`src/rtl/cv32e40p_cluster_clock_ctrl_if.sv`:
```
// Core-facing sleep/clock-gating signals between the CV32E40P core side
// (master) and the cluster clock controller (slave).
interface cv32e40p_cluster_clock_ctrl_if;
  logic core_sleep_i;     // core sleep indication
  logic bus_idle_i;       // no instr/data response pending toward the core
  logic pulp_clock_en_o;  // clock enable back to the core
  logic irq_o;            // interrupt to the core, released only in RUN
  logic debug_req_o;      // debug request to the core, released only in RUN
  logic bus_block_o;      // interconnect holds off grants/responses

  modport master (
    output core_sleep_i, bus_idle_i,
    input  pulp_clock_en_o, irq_o, debug_req_o, bus_block_o
  );

  modport slave (
    input  core_sleep_i, bus_idle_i,
    output pulp_clock_en_o, irq_o, debug_req_o, bus_block_o
  );
endinterface

```
`src/rtl/cv32e40p_cluster_clock_ctrl.sv`:
```
// Cluster-side clock gating controller for CV32E40P (COREV_CLUSTER = 1).
// Gates the core clock while it sleeps, holds off irq/debug/bus traffic
// until the clock has been running for WAKE_DELAY cycles, and latches
// cluster events that wake the core for a pending cv.elw.
// Optional feature: define CV32E40P_SLEEP_CNT_EN to build the saturating
// gated-cycle counter on sleep_cnt_o; otherwise sleep_cnt_o is tied to 0.
module cv32e40p_cluster_clock_ctrl #(
  parameter int unsigned NUM_EVT    = 8,
  parameter int unsigned WAKE_DELAY = 2   // legal range 1..15
) (
  input  logic                         clk_ungated_i,
  input  logic                         rst_i,
  cv32e40p_cluster_clock_ctrl_if.slave core_if,
  input  logic [NUM_EVT-1:0]           evt_i,
  input  logic [NUM_EVT-1:0]           evt_mask_i,
  input  logic [NUM_EVT-1:0]           evt_clr_i,
  output logic [NUM_EVT-1:0]           evt_pending_o,
  input  logic                         irq_req_i,
  input  logic                         debug_req_i,
  input  logic                         sleep_cnt_clr_i,
  output logic [31:0]                  sleep_cnt_o
);

  typedef enum logic [1:0] {
    RUN   = 2'd0,
    GATED = 2'd1,
    WAKE  = 2'd2
  } state_e;

  localparam logic [3:0] WAKE_LOAD = 4'(WAKE_DELAY - 1);

  state_e             state_q, state_d;
  logic [3:0]         wake_cnt_q, wake_cnt_d;
  logic               clk_en_q, clk_en_d;
  logic [NUM_EVT-1:0] evt_pending_q;
  logic               wake;

  assign wake = (|(evt_pending_q & evt_mask_i)) | irq_req_i | debug_req_i;

  // Pending event register: a new event beats a same-cycle clear.
  always_ff @(posedge clk_ungated_i or posedge rst_i) begin
    // NOTE: sequential state uses non-blocking assignments so every flop
    // samples the pre-edge values regardless of statement order.
    if (rst_i) evt_pending_q <= '0;
    else       evt_pending_q <= (evt_pending_q & ~evt_clr_i) | evt_i;
  end

  // Next-state logic for the sleep FSM and its wake-up counter.
  always_comb begin
    // NOTE: defaults first so no path leaves a signal unassigned (no latch).
    state_d    = state_q;
    wake_cnt_d = wake_cnt_q;
    unique case (state_q)
      RUN: begin
        // A wake source present in the request cycle keeps the core running.
        if (core_if.core_sleep_i && core_if.bus_idle_i && !wake) state_d = GATED;
      end
      GATED: begin
        // A dropped sleep request while gated is treated like a wake.
        if (wake || !core_if.core_sleep_i) begin
          state_d    = WAKE;
          wake_cnt_d = WAKE_LOAD;
        end
      end
      WAKE: begin
        if (wake_cnt_q == 4'd0) state_d = RUN;
        else                    wake_cnt_d = wake_cnt_q - 4'd1;
      end
      default: state_d = RUN;
    endcase
    clk_en_d = (state_d != GATED);
  end

  // FSM state, wake counter and registered clock enable.
  always_ff @(posedge clk_ungated_i or posedge rst_i) begin
    if (rst_i) begin
      state_q    <= RUN;
      wake_cnt_q <= 4'd0;
      clk_en_q   <= 1'b1;
    end else begin
      state_q    <= state_d;
      wake_cnt_q <= wake_cnt_d;
      clk_en_q   <= clk_en_d;
    end
  end

  // The clock is never gated while the core is awake, whatever the FSM says.
  assign core_if.pulp_clock_en_o = clk_en_q | ~core_if.core_sleep_i;
  assign core_if.irq_o           = irq_req_i   & (state_q == RUN);
  assign core_if.debug_req_o     = debug_req_i & (state_q == RUN);
  assign core_if.bus_block_o     = (state_q != RUN);
  assign evt_pending_o           = evt_pending_q;

`ifdef CV32E40P_SLEEP_CNT_EN
  logic [31:0] sleep_cnt_q;

  // Saturating count of gated cycles; clear wins over increment.
  always_ff @(posedge clk_ungated_i or posedge rst_i) begin
    if (rst_i)                                            sleep_cnt_q <= '0;
    else if (sleep_cnt_clr_i)                             sleep_cnt_q <= '0;
    else if (state_q == GATED && sleep_cnt_q != '1)       sleep_cnt_q <= sleep_cnt_q + 32'd1;
  end

  assign sleep_cnt_o = sleep_cnt_q;
`else
  logic unused_sleep_cnt_clr;
  assign unused_sleep_cnt_clr = sleep_cnt_clr_i;
  assign sleep_cnt_o          = '0;
`endif

endmodule

```
`src/flat_wrapper.sv`:
```
// flat-port wrapper written by rule: the top's interface ports become plain ports
module cv32e40p_cluster_clock_ctrl_flat 
#(
  parameter int unsigned NUM_EVT    = 8,
  parameter int unsigned WAKE_DELAY = 2                       
)
  (clk_ungated_i, rst_i, evt_i, evt_mask_i, evt_clr_i, evt_pending_o, irq_req_i, debug_req_i, sleep_cnt_clr_i, sleep_cnt_o, core_if_core_sleep_i, core_if_bus_idle_i, core_if_pulp_clock_en_o, core_if_irq_o, core_if_debug_req_o, core_if_bus_block_o);
  cv32e40p_cluster_clock_ctrl_if core_if_i ();
  input  logic clk_ungated_i;
  input  logic rst_i;
  input  logic [NUM_EVT-1:0] evt_i;
  input  logic [NUM_EVT-1:0] evt_mask_i;
  input  logic [NUM_EVT-1:0] evt_clr_i;
  output logic [NUM_EVT-1:0] evt_pending_o;
  input  logic irq_req_i;
  input  logic debug_req_i;
  input  logic sleep_cnt_clr_i;
  output logic [31:0] sleep_cnt_o;
  input wire logic [$bits(core_if_i.core_sleep_i)-1:0] core_if_core_sleep_i;
  input wire logic [$bits(core_if_i.bus_idle_i)-1:0] core_if_bus_idle_i;
  output wire logic [$bits(core_if_i.pulp_clock_en_o)-1:0] core_if_pulp_clock_en_o;
  output wire logic [$bits(core_if_i.irq_o)-1:0] core_if_irq_o;
  output wire logic [$bits(core_if_i.debug_req_o)-1:0] core_if_debug_req_o;
  output wire logic [$bits(core_if_i.bus_block_o)-1:0] core_if_bus_block_o;
  assign core_if_i.core_sleep_i = core_if_core_sleep_i;
  assign core_if_i.bus_idle_i = core_if_bus_idle_i;
  assign core_if_pulp_clock_en_o = core_if_i.pulp_clock_en_o;
  assign core_if_irq_o = core_if_i.irq_o;
  assign core_if_debug_req_o = core_if_i.debug_req_o;
  assign core_if_bus_block_o = core_if_i.bus_block_o;
  cv32e40p_cluster_clock_ctrl #(.NUM_EVT(NUM_EVT), .WAKE_DELAY(WAKE_DELAY)) u_core (.clk_ungated_i(clk_ungated_i), .rst_i(rst_i), .core_if(core_if_i), .evt_i(evt_i), .evt_mask_i(evt_mask_i), .evt_clr_i(evt_clr_i), .evt_pending_o(evt_pending_o), .irq_req_i(irq_req_i), .debug_req_i(debug_req_i), .sleep_cnt_clr_i(sleep_cnt_clr_i), .sleep_cnt_o(sleep_cnt_o));
endmodule
```
`config.mk`:
```
export PLATFORM = sky130hd
export DESIGN_NAME = cv32e40p_cluster_clock_ctrl_flat
export DESIGN_NICKNAME = d
export VERILOG_FILES = /design/src/rtl/cv32e40p_cluster_clock_ctrl_if.sv /design/src/rtl/cv32e40p_cluster_clock_ctrl.sv /design/src/flat_wrapper.sv
export SDC_FILE = /design/constraint.sdc
export NUM_CORES = 1
export LEC_CHECK = 0
export CAP_MARGIN = 10
export CELL_PAD_IN_SITES_DETAIL_PLACEMENT = 0
export CELL_PAD_IN_SITES_GLOBAL_PLACEMENT = 1
export CORE_ASPECT_RATIO = 0.9
export CORE_MARGIN = 2
export CORE_UTILIZATION = 45
export CTS_BUF_LIST = sky130_fd_sc_hd__clkbuf_2 sky130_fd_sc_hd__clkbuf_4 sky130_fd_sc_hd__clkbuf_8
export CTS_CLUSTER_DIAMETER = 120
export DETAILED_ROUTE_END_ITERATION = 8
export DONT_BUFFER_PORTS = 1
export GPL_TIMING_DRIVEN = 0
export MAX_ROUTING_LAYER = met4
export PLACE_DENSITY_LB_ADDON = 0.1
export SLEW_MARGIN = 20
export SYNTH_ARGS = -nofsm -noshare
export SYNTH_HDL_FRONTEND = slang
export SYNTH_SLANG_ARGS = --single-unit
```
`constraint.sdc`:
```
create_clock -name clk_ungated_i -period 1.9 [get_ports clk_ungated_i]
set_input_delay 0.38 -clock clk_ungated_i [delete_from_list [all_inputs] [get_ports clk_ungated_i]]
set_output_delay 0.38 -clock clk_ungated_i [all_outputs]
set_load 0.01 [all_outputs]
```
# --- Yosys cells after proc, flatten, opt, wreduce, memory -nomap -nowiden ---
# Index checks and enable logic that the tools add are counted.
op_classes:
  add_sub_neg: 1
  n_eq_ne: 5
  n_mux: 7
  n_bitwise: 10
  reduce_logical: 11
ops:
  columns: ["operator", "n"]
  rows:
  - ["$and A8 B8 Y8", 2]
  - ["$mux W4", 2]
  - ["$not A8 Y8", 1]
  - ["$or A8 B8 Y8", 1]
  - ["$pmux W4 S2", 1]
  - ["$reduce_or A8 Y1", 1]
  - ["$mux W2", 3]
  - ["$pmux W2 S3", 1]
  - ["$logic_not A4 Y1", 1]
  - ["$ne A2 B1 Y1 const B", 2]
  - ["$reduce_bool A2 Y1", 2]
  - ["$sub A4 B1 Y4 const B", 1]
  - ["$or A1 B1 Y1", 3]
  - ["$reduce_and A3 Y1", 1]
  - ["$and A1 B1 Y1", 2]
  - ["$eq A2 B1 Y1 const B", 1]
  - ["$eq A2 B2 Y1 const B", 1]
  - ["$logic_and A1 B1 Y1", 2]
  - ["$logic_not A1 Y1", 2]
  - ["$logic_not A2 Y1", 1]
  - ["$ne A2 B2 Y1 const B", 1]
  - ["$logic_or A1 B1 Y1", 1]
  - ["$not A1 Y1", 1]
totals:
  reg_bits: 15
  inputBits: 31
  output_inout_bits: 44
  word_cells: 38

# --- Depth between registers and ports, before layout ---
# Gate-level depths: netlist (run 1).
depth:
  ltp_word: 9
  depth_mapped: 7
  ltp_nobuf: 7

# --- Least setup slack after synthesis (run 1) ---
# No wires, ideal clock.
synth_timing:
  path_type: "register -> register"
  startpoint: "register u_core.wake_cnt_q[0]"
  endpoint: "register u_core.state_q[1]"
  setup_time_ns: 0.120
  arrival_time_ns: 1.436
  t_required_ns: 1.780
  slack_ns: 0.344
  path_stages_with_launch: 8
  n_path_buf: 0
  synth_period_minus_slack_ns: 1.556
  path_cell_list: "dfrtp_1 > inv_1 > ha_1 > or3b_1 > a21oi_1 > nor2_1 > nor2_1 > nor3_1"
synth_between:
  elab_chain_cells: 3
synth_rtl:
  columns: ["item", "line_no", "source"]
  rows:
  - ["from (decl)", "cv32e40p_cluster_clock_ctrl.sv:33", "logic [3:0] wake_cnt_q, wake_cnt_d;"]
  - ["from (signal assigned)", "cv32e40p_cluster_clock_ctrl.sv:82", "wake_cnt_q <= wake_cnt_d;"]
  - ["$logic_not A4 Y1", "cv32e40p_cluster_clock_ctrl.sv:66", "if (wake_cnt_q == 4'd0) state_d = RUN;"]
  - ["$mux W2", "cv32e40p_cluster_clock_ctrl.sv:66", null]
  - ["$pmux W2 S3", "cv32e40p_cluster_clock_ctrl.sv:53", "unique case (state_q)"]
  - ["net u_core.state_d[1]", "cv32e40p_cluster_clock_ctrl.sv:32", "state_e state_q, state_d;"]
  - ["to (signal assigned)", "cv32e40p_cluster_clock_ctrl.sv:81", "state_q <= state_d;"]
  - ["to (decl)", "cv32e40p_cluster_clock_ctrl.sv:32", null]
# The timed path passes the listed nets, and every way through them passes these cells.
# A chain may end at the register's enable or synchronous reset.

# --- Final worst setup path (run 1) ---
layout_timing:
  startpoint: "register u_core.wake_cnt_q[0]"
  endpoint: "register u_core.clk_en_q"
layout_between:
  elab_chain_cells: 4
layout_rtl:
  columns: ["item", "line_no", "source"]
  rows:
  - ["$logic_not A4 Y1", "cv32e40p_cluster_clock_ctrl.sv:66", null]
  - ["$mux W2", "cv32e40p_cluster_clock_ctrl.sv:66", null]
  - ["$pmux W2 S3", "cv32e40p_cluster_clock_ctrl.sv:53", null]
  - ["$ne A2 B1 Y1", "cv32e40p_cluster_clock_ctrl.sv:71", "clk_en_d = (state_d != GATED);"]
  - ["net u_core.clk_en_d", "cv32e40p_cluster_clock_ctrl.sv:34", "logic clk_en_q, clk_en_d;"]
  - ["to (signal assigned)", "cv32e40p_cluster_clock_ctrl.sv:83", "clk_en_q <= clk_en_d;"]
  - ["to (decl)", "cv32e40p_cluster_clock_ctrl.sv:34", null]
# The timed path passes the listed nets, and every way through them passes these cells.

==> results of run 1 <==
## routing by layer
layer,vias up,GRT usage [%],part of all wire (%)
li1,424,-,-
met5,-,-,0
met3,4,2.28,6.4
met4,0,7.14,1.5
met2,38,22.9,50
met1,347,15.3,42
## per-stage QoR
stage | total power, mW | cells | setup slack (ps) | hold slack, ps
3_5_place_dp | 0.843 | 184 | 131 | 352
6_report | 1.04 | 188 | 153 | 22.0
5_1_grt | 1.13 | 188 | 23.6 | 57.8
2_1_floorplan | 0.774 | 156 | 344 | 281
3_3_place_gp | 0.835 | 184 | 168 | 347
4_1_cts | 1.04 | 188 | 106 | 40.2
## worst register-to-register path, stage by stage, from the launching register on
cell      delay (ps)
dfrtp_1          410
inv_1             90
ha_1             200
or3b_1           440
a21oi_2          190
o21ai_1           80
o21ai_1          140
o211ai_1         110
## cells in the final DEF, fill, tap and decap left out, drive strengths merged, types with 3 or more instances in the layout
cell	Yosys	routed
ha	6	6
nand2b	3	3
nand2	3	3
buf	32	32
nor2	6	6
o21ai	5	5
inv	16	16
dfrtp	14	14
a22oi	5	5
a21oi	5	5
clkbuf	1	5
conb	1	32
a21o	8	8
## synthesized netlist by cell type (3+ instances only)
cell,count,area share (%)
a21o_1,8,5.4
inv_1,16,5.4
dfrtp_1,14,32
nor2_1,6,2.0
ha_1,6,6.8
buf_4,32,22
a22oi_1,5,3.4
a21oi_1,5,2.3
nand2_1,3,1.0
nand2b_1,3,1.7
## flip-flops by register name (all words and copies together), names as in the netlist
register,count
u_core.clk_en_q,1
u_core.evt_pending_o,8
u_core.state_q,2
u_core.wake_cnt_q,4
## final cells by class
cell class	count	area (um2)	share of cell area, %
Buffer	33	248	19.1
Clock buffer	4	30.0	2.31
Inverter	16	60.1	4.62
Multi-Input combinational cell	92	551	42.3
Sequential cell	15	377	29.0
Tap cell	28	35.0	2.69
## kinds of logic (layout without fill, tap and decap cells)
logic type,after synthesis,after routing
compound gates,30,30
fa+ha+maj,6,6
simple gates,24,24
buf+inv,49,53
other cells,1,32
flops,15,15
## final timing paths
kind | from | endpoint | slack [ps] | cells past startpoint
min reg2reg | u_core.wake_cnt_q[1] | u_core.wake_cnt_q[1] | 560 | 1
max reg2reg | u_core.wake_cnt_q[0] | u_core.clk_en_q | 150 | 7
max | u_core.wake_cnt_q[0] | u_core.clk_en_q | 150 | 7
min | rst_i | u_core.wake_cnt_q[2] | 20 | 1
min in group clk_ungated_i | evt_i[5] | u_core.evt_pending_o[5] | 190 | 1
max in group asynchronous | rst_i | u_core.clk_en_q | 1500 | 1
## power breakdown
group,total [mW],internal [mW],switching (mW),leakage (nW)
combinational,0.439,0.187,0.253,0.532
sequential,0.411,0.361,0.0498,0.175
clock,0.193,0.0957,0.0971,0.0184
## repair_timing
item	4_1_cts	5_1_grt
endpoints found under the setup margin	0	2
resized for setup	0	2
hold buffers	0	0
==> metrics.md, run 1 <==
| Metric | Value |
|---|---|
| Part of the Yosys area used for sequential elements | approximately 34% |
| Chip Width | about 56 um |
| Area after detailed placement | roughly 1300 um2 |
| Final worst path period need | 1750 ps |
| Global-route wire length before repair | slightly below 3000 um |
| Multiplexer area fraction after synthesis | 0% |
| Half-perimeter wire length after placement | 1540 um |
| Actual transition at the worst max-transition pin | around 540 ps |
| Dominant combinational cell family by area after synthesis | buffers and inverters |
| GP Congestion | 0.712 |
| VDD IR max | 388 uV |
| Share of the synthesized netlist area taken by xor and xnor gates | 0% |
| Clock-pin slew of the registers on the worst-case setup and hold paths | roughly 90 ps |
| Critical-path cell with the highest stage delay | or3b_1 |
| First drt pass iteration count | 4 |
| Number of instances in the synthesized netlist | about 130 |
| Count of distinct cell types in the synthesized netlist | 32 |
| Total negative slack for setup checks | 0 ps |
| Post-CTS setup buffer count | 0 |
| Row count | 17 |
| Diode count | 0 |
| Global-route congestion overflow total | 0 |
| Antenna Violating Nets Remaining | 0 |
| Worst Setup End Kind | flip-flop |
| Maximum number of pins on one net before global-route repair | 16 |
| Number of DRC markers after the initial detailed-route iteration | 7 |
| Post-synthesis share of cell area spent on and, or, nand and nor gates | about an eighth |
| Largest fanout on the critical path | 4 |
| Post-route cell area | ~1300 um2 |
| IO Count | 75 |
| Share of the cycle needed by the critical path after routing | approximately 90% |
| Count of buffers inserted at the top-level ports | 0 |
| Required time of the critical path | 2090 ps |
| Register bit total from synthesis | 15 |
| Buffers from clock root to sink, at most | 2 |
| CTS buffer count | 3 |
| Synth Area in Compound Gates | a little under a fifth |
| Die Span Y | just over 50 um |
| Average cell area after synthesis | approximately 8.9 um2 |
| Leakage Power | just over 0.7 nW |
| Clock skew after layout | a little over 7 ps |
| Ys Warns | 0 |
| Detail-routed via count per cell | about 4.3 |
| Kind of cell with the highest combined delay on the critical path | compound AO/OA/AOI/OAI gates |
| WL/cell | 9.79 um |
| Setup violators final | 0 |
| # H-tree levels | 1 |
| Count of flip-flops with a built-in enable after synthesis | 0 |
| Effective utilization at floorplan | a little under half |
| Area of the core region | about 2400 um2 |
| Net count, final | between 150 and 200 |
| Power density over the cells | between 800 and 900 nW/um2 |
| Worst stage delay on the critical path | approximately 440 ps |
| Via count | a little over 800 |
| RSZ-0062 raised after global routing | false |
| Ys flop type | dfrtp_1 |
| P&R area growth vs syn | 17.0% |
| Crit path buffers/inverters | 1 |
| Startpoint-to-endpoint class of the critical path | flip-flop to flip-flop |
| Status | completed |
| Share of the core filled with cells in the final layout | between 50% and 60% |
| Slew Viols, Final | 0 |
| TritonCTS clock tree | built |
| Post-Route WL | about 1800 um |
| Critical path arrival | 1940 ps |
| Cell repeated most along the worst path | o21ai_1 |
| Global-route total usage across every layer | roughly 13% |
| Post-synthesis instance area | approximately 1100 um2 |
| Buffer type at the clock tree root | clkbuf_4 |
| Adder-cell area share of the yosys netlist | between 6 and 7% |
| Antenna violations before repair | 0 |
| Remaining routing DRC violations | 0 |
| Count of clock tree sinks | 15 |
| Classification of the worst-slack hold path | input port to async pin |
| Overall die area | a little under 3000 um2 |
| Max-cap check violation count | 0 |
| Worst-path cell chain | inv_1 > ha_1 > or3b_1 > a21oi_2 > o21ai_1 > o21ai_1 > o211ai_1 |
| Filler instances | 220 |
| Clock latency on the worst-skew pair | between 200 and 300 ps |
| Final hold violation count | 0 |
| Ys async rst share | 100% |
| Via count of the first global-routing pass | 712 |
| Critical path launch point type | flip-flop |
| Layout cell share with drive strength beyond 1 | between 20% and 30% |
| Maximum clock rate | around 0.57 GHz |
| Remaining max-slew budget at the tightest pin | between 60% and 70% |
(Power assumes the default switching activity.)
==> inputs of run 2 (changes only) <==
==> constraint.sdc (replaced) <==
create_clock -name clk_ungated_i -period 1.9 [get_ports clk_ungated_i]
set_input_delay 0.475 -clock clk_ungated_i [delete_from_list [all_inputs] [get_ports clk_ungated_i]]
set_output_delay 0.475 -clock clk_ungated_i [all_outputs]
set_load 0.01 [all_outputs]
==> run 2 against run 1 <==
  * Power increased by 0.55%
  * Worst hold slack gained 90 ps
  * Clock power barely moved
  * Routed wire length rose by 0.65%
  * Critical path depth decreased by 4
  * Register-to-register slack about the same
==> metrics.md, run 2 (synthesis results as in run 1) <==
| Metric | Value |
|---|---|
| GP Congestion | 0.712 (unchanged) |
| Die Span Y | 51.1 um (unchanged) |
| Share of the cycle needed by the critical path after routing | 92.3% (was 92.0%) |
| Post-cts repair resize count | 0 (unchanged) |
| Register-to-Register Setup Slack | 150 ps (about the same) |
| Required time of the critical path | 1420 ps (was 2090 ps) |
| Max-cap check violation count | 0 (unchanged) |
| VDD IR max | 388 uV (about the same) |
| Clock-pin slew of the registers on the worst-case setup and hold paths | 90 ps (about the same) |
| Count of clock tree sinks | 15 (unchanged) |
| Global-route wire length before repair | 2880 um (unchanged) |
| Maximum clock rate | 0.570 GHz (was 0.572 GHz) |
| Clock latency on the worst-skew pair | 280 ps (about the same) |
| Setup violators final | 0 (unchanged) |
| RSZ-0062 raised after global routing | false (unchanged) |
| Post-CTS setup buffer count | 0 (unchanged) |
| Antenna Violating Nets Remaining | 0 (unchanged) |
| Diode count | 0 (unchanged) |
| Worst Setup End Kind | primary output (was flip-flop) |
| Via count of the first global-routing pass | 712 (unchanged) |
| TritonCTS clock tree | built (unchanged) |
| Actual transition at the worst max-transition pin | 544 ps (was 545 ps) |
| Post-Route Hold Slack | 112 ps (was 22.0 ps) |
| # H-tree levels | 1 (unchanged) |
| Startpoint-to-endpoint class of the critical path | flip-flop to primary output (was flip-flop to flip-flop) |
| Flip-flop count of the largest register after layout | 8 (unchanged) |
| WL/cell | 9.86 um (was 9.79 um) |
| Worst-path cell chain | inv_1 > ha_2 > and2_1 (was inv_1 > ha_1 > or3b_1 > a21oi_2 > o21ai_1 > o21ai_1 > o211ai_1) |
| Buffer type at the clock tree root | clkbuf_4 (unchanged) |
| Detail-routed via count per cell | 4.33 (was 4.32) |
| Remaining routing DRC violations | 0 (unchanged) |
| Most frequent cells in the layout | buf_4, conb_1, inv_1, dfrtp_1, a21o_1 (unchanged) |
| Critical path arrival | 1280 ps (was 1940 ps) |
| Global-route total usage across every layer | 13.4% (unchanged) |
| Effective utilization at floorplan | 46.2% (unchanged) |
| IO Count | 75 (unchanged) |
| Power density over the cells | 805 nW/um2 (was 802 nW/um2) |
| Layout cell share with drive strength beyond 1 | 28.7% (was 28.1%) |
| CTS hold repair buffers | 0 (unchanged) |
| Area of the core region | 2400 um2 (unchanged) |
| Count of buffers inserted at the top-level ports | 0 (unchanged) |
| Number of DRC markers after the initial detailed-route iteration | 4 (was 7) |
| Leakage Power | 0.725 nW (was 0.726 nW) |
| Critical-path cell with the highest stage delay | dfrtp_1 (was or3b_1) |
| Source of the worst register-to-register timing path | u_core.wake_cnt_q[0] (unchanged) |
| Clock skew after layout | 8.99 ps (was 7.24 ps) |
| Antenna violations before repair | 0 (unchanged) |
| Status | completed (unchanged) |
| Total negative slack for setup checks | 0 ps (unchanged) |
| Via count | 814 (was 813) |
| Chip Width | 56.4 um (unchanged) |
| Inst Count DP | 184 (unchanged) |
| Slew Viols, Final | 0 (unchanged) |
| Endpoint of the most critical register-to-register path | u_core.clk_en_q (unchanged) |
| Post-Route WL | 1850 um (was 1840 um) |
| Net count, final | 198 (unchanged) |
| CTS buffer count | 3 (unchanged) |
| Final hold violation count | 0 (unchanged) |
| Total design power | 1.05 mW (was 1.04 mW) |
| Final worst path period need | 1750 ps (about the same) |
| Buffers from clock root to sink, at most | 2 (unchanged) |
| Largest fanout on the critical path | 5 (was 4) |
| Classification of the worst-slack hold path | input port to async pin (unchanged) |
| Critical path launch point type | flip-flop (unchanged) |
| Remaining max-slew budget at the tightest pin | 63.7% (was 63.6%) |
| Depth of the worst register-to-register path | 7 (unchanged) |
| Global-route congestion overflow total | 0 (unchanged) |
| First drt pass iteration count | 4 (unchanged) |
| Row count | 17 (unchanged) |
| Final Non-Filler Cells | 188 (unchanged) |
| Worst stage delay on the critical path | 440 ps (about the same) |
| Overall die area | 2880 um2 (unchanged) |
| P&R area growth vs syn | 17.2% (was 17.0%) |
| Half-perimeter wire length after placement | 1540 um (unchanged) |
| Maximum number of pins on one net before global-route repair | 16 (unchanged) |
[run 2: worst max-delay path by stage]
stage | to | depth (start not counted) | from | slack (ps)
after global placement | u_core.clk_en_q | 7 | u_core.wake_cnt_q[0] | 170
final | core_if_irq_o | 3 | u_core.state_q[1] | 150
after detailed placement | u_core.clk_en_q | 7 | u_core.wake_cnt_q[0] | 130
after global routing | u_core.clk_en_q | 7 | u_core.wake_cnt_q[0] | 20
after CTS | u_core.clk_en_q | 7 | u_core.wake_cnt_q[0] | 110
after floorplan | u_core.state_q[1] | 7 | u_core.wake_cnt_q[0] | 340
[run 2: critical path, delay by kind of cell, from the launching register on]
kind | cells | cell delay, ps
flip-flops | 1 | 440
adder cells (fa/ha/maj) | 1 | 240
buffers and inverters | 1 | 120
AND/OR/NAND/NOR | 1 | 190
[run 2: stage by stage]
step	instance area [um2]	setup WS [ps]	util, %
2_1_floorplan	1230	344	-
3_3_place_gp	1260	168	52.5
3_5_place_dp	1260	131	52.5
4_1_cts	1290	106	53.8
5_1_grt	1300	23.6	54.2
6_report	1300	146	54.2
[run 2: final cells by class]
| class | instances | area (um2) |
|---|---|---|
| Inverter | 16 | 60.1 |
| Sequential cell | 15 | 377 |
| Buffer | 33 | 248 |
| Fill cell | 219 | 1100 |
| Clock buffer | 4 | 30.0 |
| Multi-Input combinational cell | 92 | 553 |
| Tap cell | 28 | 35.0 |
[run 2: per-layer routing]
layer,GRT usage (%),share of wire (%),wire [um],up-vias
met5,-,0,0,-
met1,15.3,42,772,345
met3,2.28,6.7,125,5
li1,-,-,-,424
met4,7.14,1.8,34,0
met2,22.9,50,920,40
[run 2: power by group]
group,internal (mW),switching (mW),leakage [nW]
clock network,0.0958,0.0982,0.0184
registers,0.361,0.0499,0.175
logic,0.191,0.253,0.531
==> inputs of run 3 (changes only) <==
- PLACE_DENSITY_LB_ADDON: 0.1 -> 0.08
==> run 3 against run 2 <==
  * Clock power shrank 3%
  * Register-to-register slack lost 50 ps
  * Design area shrank 0.96%
  * Worst setup slack lost 50 ps
  * Routed wire length grew 5.6%
  * Critical path type unchanged
  * Clock skew shrank 6.5 ps
  * Maximum frequency shrank 2.8%
  * First-iteration DRC count grew to 3.5 times the previous value
  * Global-route usage grew 1.3 points
  * Worst hold slack gained 2.3 ps
  * Critical path depth is the same
==> metrics.md, run 3 (synthesis results as in run 1) <==
| Metric | Value |
|---|---|
| CTS buffer count | 3 (unchanged) |
| Classification of the worst-slack hold path | input port to async pin (unchanged) |
| Number of DRC markers after the initial detailed-route iteration | 14 (was 4) |
| Detail-routed via count per cell | 4.28 (was 4.33) |
| Power share of the clock group | 18.3% (was 18.5%) |
| Sequential cell fraction of total power | 39.7% (was 39.2%) |
| VDD IR max | 482 uV (was 388 uV) |
| Area of the core region | 2400 um2 (unchanged) |
| Remaining max-slew budget at the tightest pin | 62.5% (was 63.7%) |
| Flip-flop count of the largest register after layout | 8 (unchanged) |
| TritonCTS clock tree | built (unchanged) |
| Share of the cycle needed by the critical path after routing | 94.9% (was 92.3%) |
| Post-CTS setup buffer count | 0 (unchanged) |
| Count of buffers inserted at the top-level ports | 0 (unchanged) |
| Max-cap check violation count | 0 (unchanged) |
| Antenna violations before repair | 0 (unchanged) |
| Global-route congestion overflow total | 0 (unchanged) |
| Remaining routing DRC violations | 0 (unchanged) |
| Clock-pin slew of the registers on the worst-case setup and hold paths | 90 ps (about the same) |
| Critical path launch point type | flip-flop (unchanged) |
| Total negative slack for setup checks | 0 ps (unchanged) |
| Count of clock tree sinks | 15 (unchanged) |
| Final worst path period need | 1800 ps (was 1750 ps) |
| Required time of the critical path | 1420 ps (about the same) |
| Worst Setup End Kind | primary output (unchanged) |
| CTS hold repair buffers | 0 (unchanged) |
| P&R area growth vs syn | 16.1% (was 17.2%) |
| Global-route wire length before repair | 3150 um (was 2880 um) |
| Combinational fraction of design power | 42.0% (was 42.3%) |
| Status | completed (unchanged) |
| Maximum number of pins on one net before global-route repair | 16 (unchanged) |
| Effective utilization at floorplan | 46.2% (unchanged) |
| Slew Viols, Final | 0 (unchanged) |
| Largest fanout on the critical path | 5 (unchanged) |
| Overall die area | 2880 um2 (unchanged) |
| Setup violators final | 0 (unchanged) |
| Slack of the critical path | 96.0 ps (was 146 ps) |
| Layout cell share with drive strength beyond 1 | 26.9% (was 28.7%) |
| Critical path arrival | 1330 ps (was 1280 ps) |
| Maximum clock rate | 0.554 GHz (was 0.570 GHz) |
| RSZ-0062 raised after global routing | true (was false) |
| # H-tree levels | 1 (unchanged) |
| Global-route total usage across every layer | 14.7% (was 13.4%) |
| Area after detailed placement | 1260 um2 (unchanged) |
| Register-to-Register Setup Slack | 100 ps (was 150 ps) |
| Post-Route Hold Slack | 114 ps (was 112 ps) |
| Via count of the first global-routing pass | 723 (was 712) |
| IO Count | 75 (unchanged) |
| Startpoint-to-endpoint class of the critical path | flip-flop to primary output (unchanged) |
| Via count | 805 (was 814) |
| Leakage Power | 0.724 nW (was 0.725 nW) |
| Chip Width | 56.4 um (unchanged) |
| Post-cts repair resize count | 0 (unchanged) |
| Worst setup slack before clock tree synthesis | 135 ps (was 131 ps) |
| Power spent charging and discharging nets | 0.410 mW (was 0.401 mW) |
| Die Span Y | 51.1 um (unchanged) |
| First drt pass iteration count | 4 (unchanged) |
| Post-route cell area | 1290 um2 (was 1300 um2) |
| Filler instances | 243 (was 219) |
| Power density over the cells | 799 nW/um2 (was 805 nW/um2) |
| Diode count | 0 (unchanged) |
| WL/cell | 10.4 um (was 9.86 um) |
| Internal Dissipation | 0.621 mW (was 0.648 mW) |
| Clock latency on the worst-skew pair | 290 ps (was 280 ps) |
| Buffer type at the clock tree root | clkbuf_4 (unchanged) |
| Buffers from clock root to sink, at most | 2 (unchanged) |
| Net count, final | 198 (unchanged) |
| Row count | 17 (unchanged) |
| Final hold violation count | 0 (unchanged) |
| Switching share of total power | 39.8% (was 38.3%) |
| Actual transition at the worst max-transition pin | 563 ps (was 544 ps) |
| Post-Route WL | 1960 um (was 1850 um) |
| Total design power | 1.03 mW (was 1.05 mW) |
| Most frequent cells in the layout | buf_4, conb_1, inv_1, dfrtp_1, a21o_1 (unchanged) |
| Area taken by multi-input logic gates | 543 um2 (was 553 um2) |
| GP Congestion | 0.668 (was 0.712) |
| Half-perimeter wire length after placement | 1650 um (was 1540 um) |
| Clock skew after layout | 2.51 ps (was 8.99 ps) |
| Antenna Violating Nets Remaining | 0 (unchanged) |
| Area used by sequential logic in the layout | 377 um2 (unchanged) |
run 3: layout make-up:
class                   instances  share of cell area [%]
multi-input cells              92                    42.1
flip-flops and latches         15                    29.2
plain buffers                  33                    19.2
inverters                      16                    4.66
well taps                      28                    2.72
clock buffers                   3                    1.75
clock inverters                 1                   0.388
run 3: power groups by stage:
stage                     Clock (mW)  Sequential [mW]  Combinational [mW]
after detailed placement           0            0.416               0.433
after CTS                      0.194            0.410               0.434
after global routing           0.208            0.417               0.486
final                          0.188            0.409               0.433
after global placement             0            0.414               0.423
after floorplan                    0            0.404               0.369
run 3: metrics by stage:
step                      cells  util [%]
after floorplan             156         -
after global placement      184      52.5
after detailed placement    184      52.5
after CTS                   188      53.7
after global routing        188      53.7
final                       188      53.7
run 3: routing by layer:
metal / vias to the layer above / global-route usage [%] / part of all wire [%]
met4: 0 / 9.13 / 2.0
met5: - / - / 0
met1: 337 / 17.5 / 43
met3: 5 / 3.29 / 8.2
li1: 422 / - / -
met2: 41 / 22.9 / 47
run 3: final timing paths:
| path | startpoint | endpoint | depth (start not counted) |
|---|---|---|---|
| setup reg to reg | u_core.wake_cnt_q[0] | u_core.clk_en_q | 6 |
| hold / removal | rst_i | u_core.wake_cnt_q[0] | 1 |
| max in group asynchronous | rst_i | u_core.clk_en_q | 1 |
| setup / recovery | u_core.state_q[1] | core_if_irq_o | 3 |
| hold reg to reg | u_core.wake_cnt_q[1] | u_core.wake_cnt_q[1] | 1 |
| min in group clk_ungated_i | evt_i[5] | u_core.evt_pending_o[5] | 1 |
run 3: critical path, cell delays in order (launching register included):
cell and delay (ps):
dfrtp_1 440, inv_1 130, ha_1 260, and2_1 220
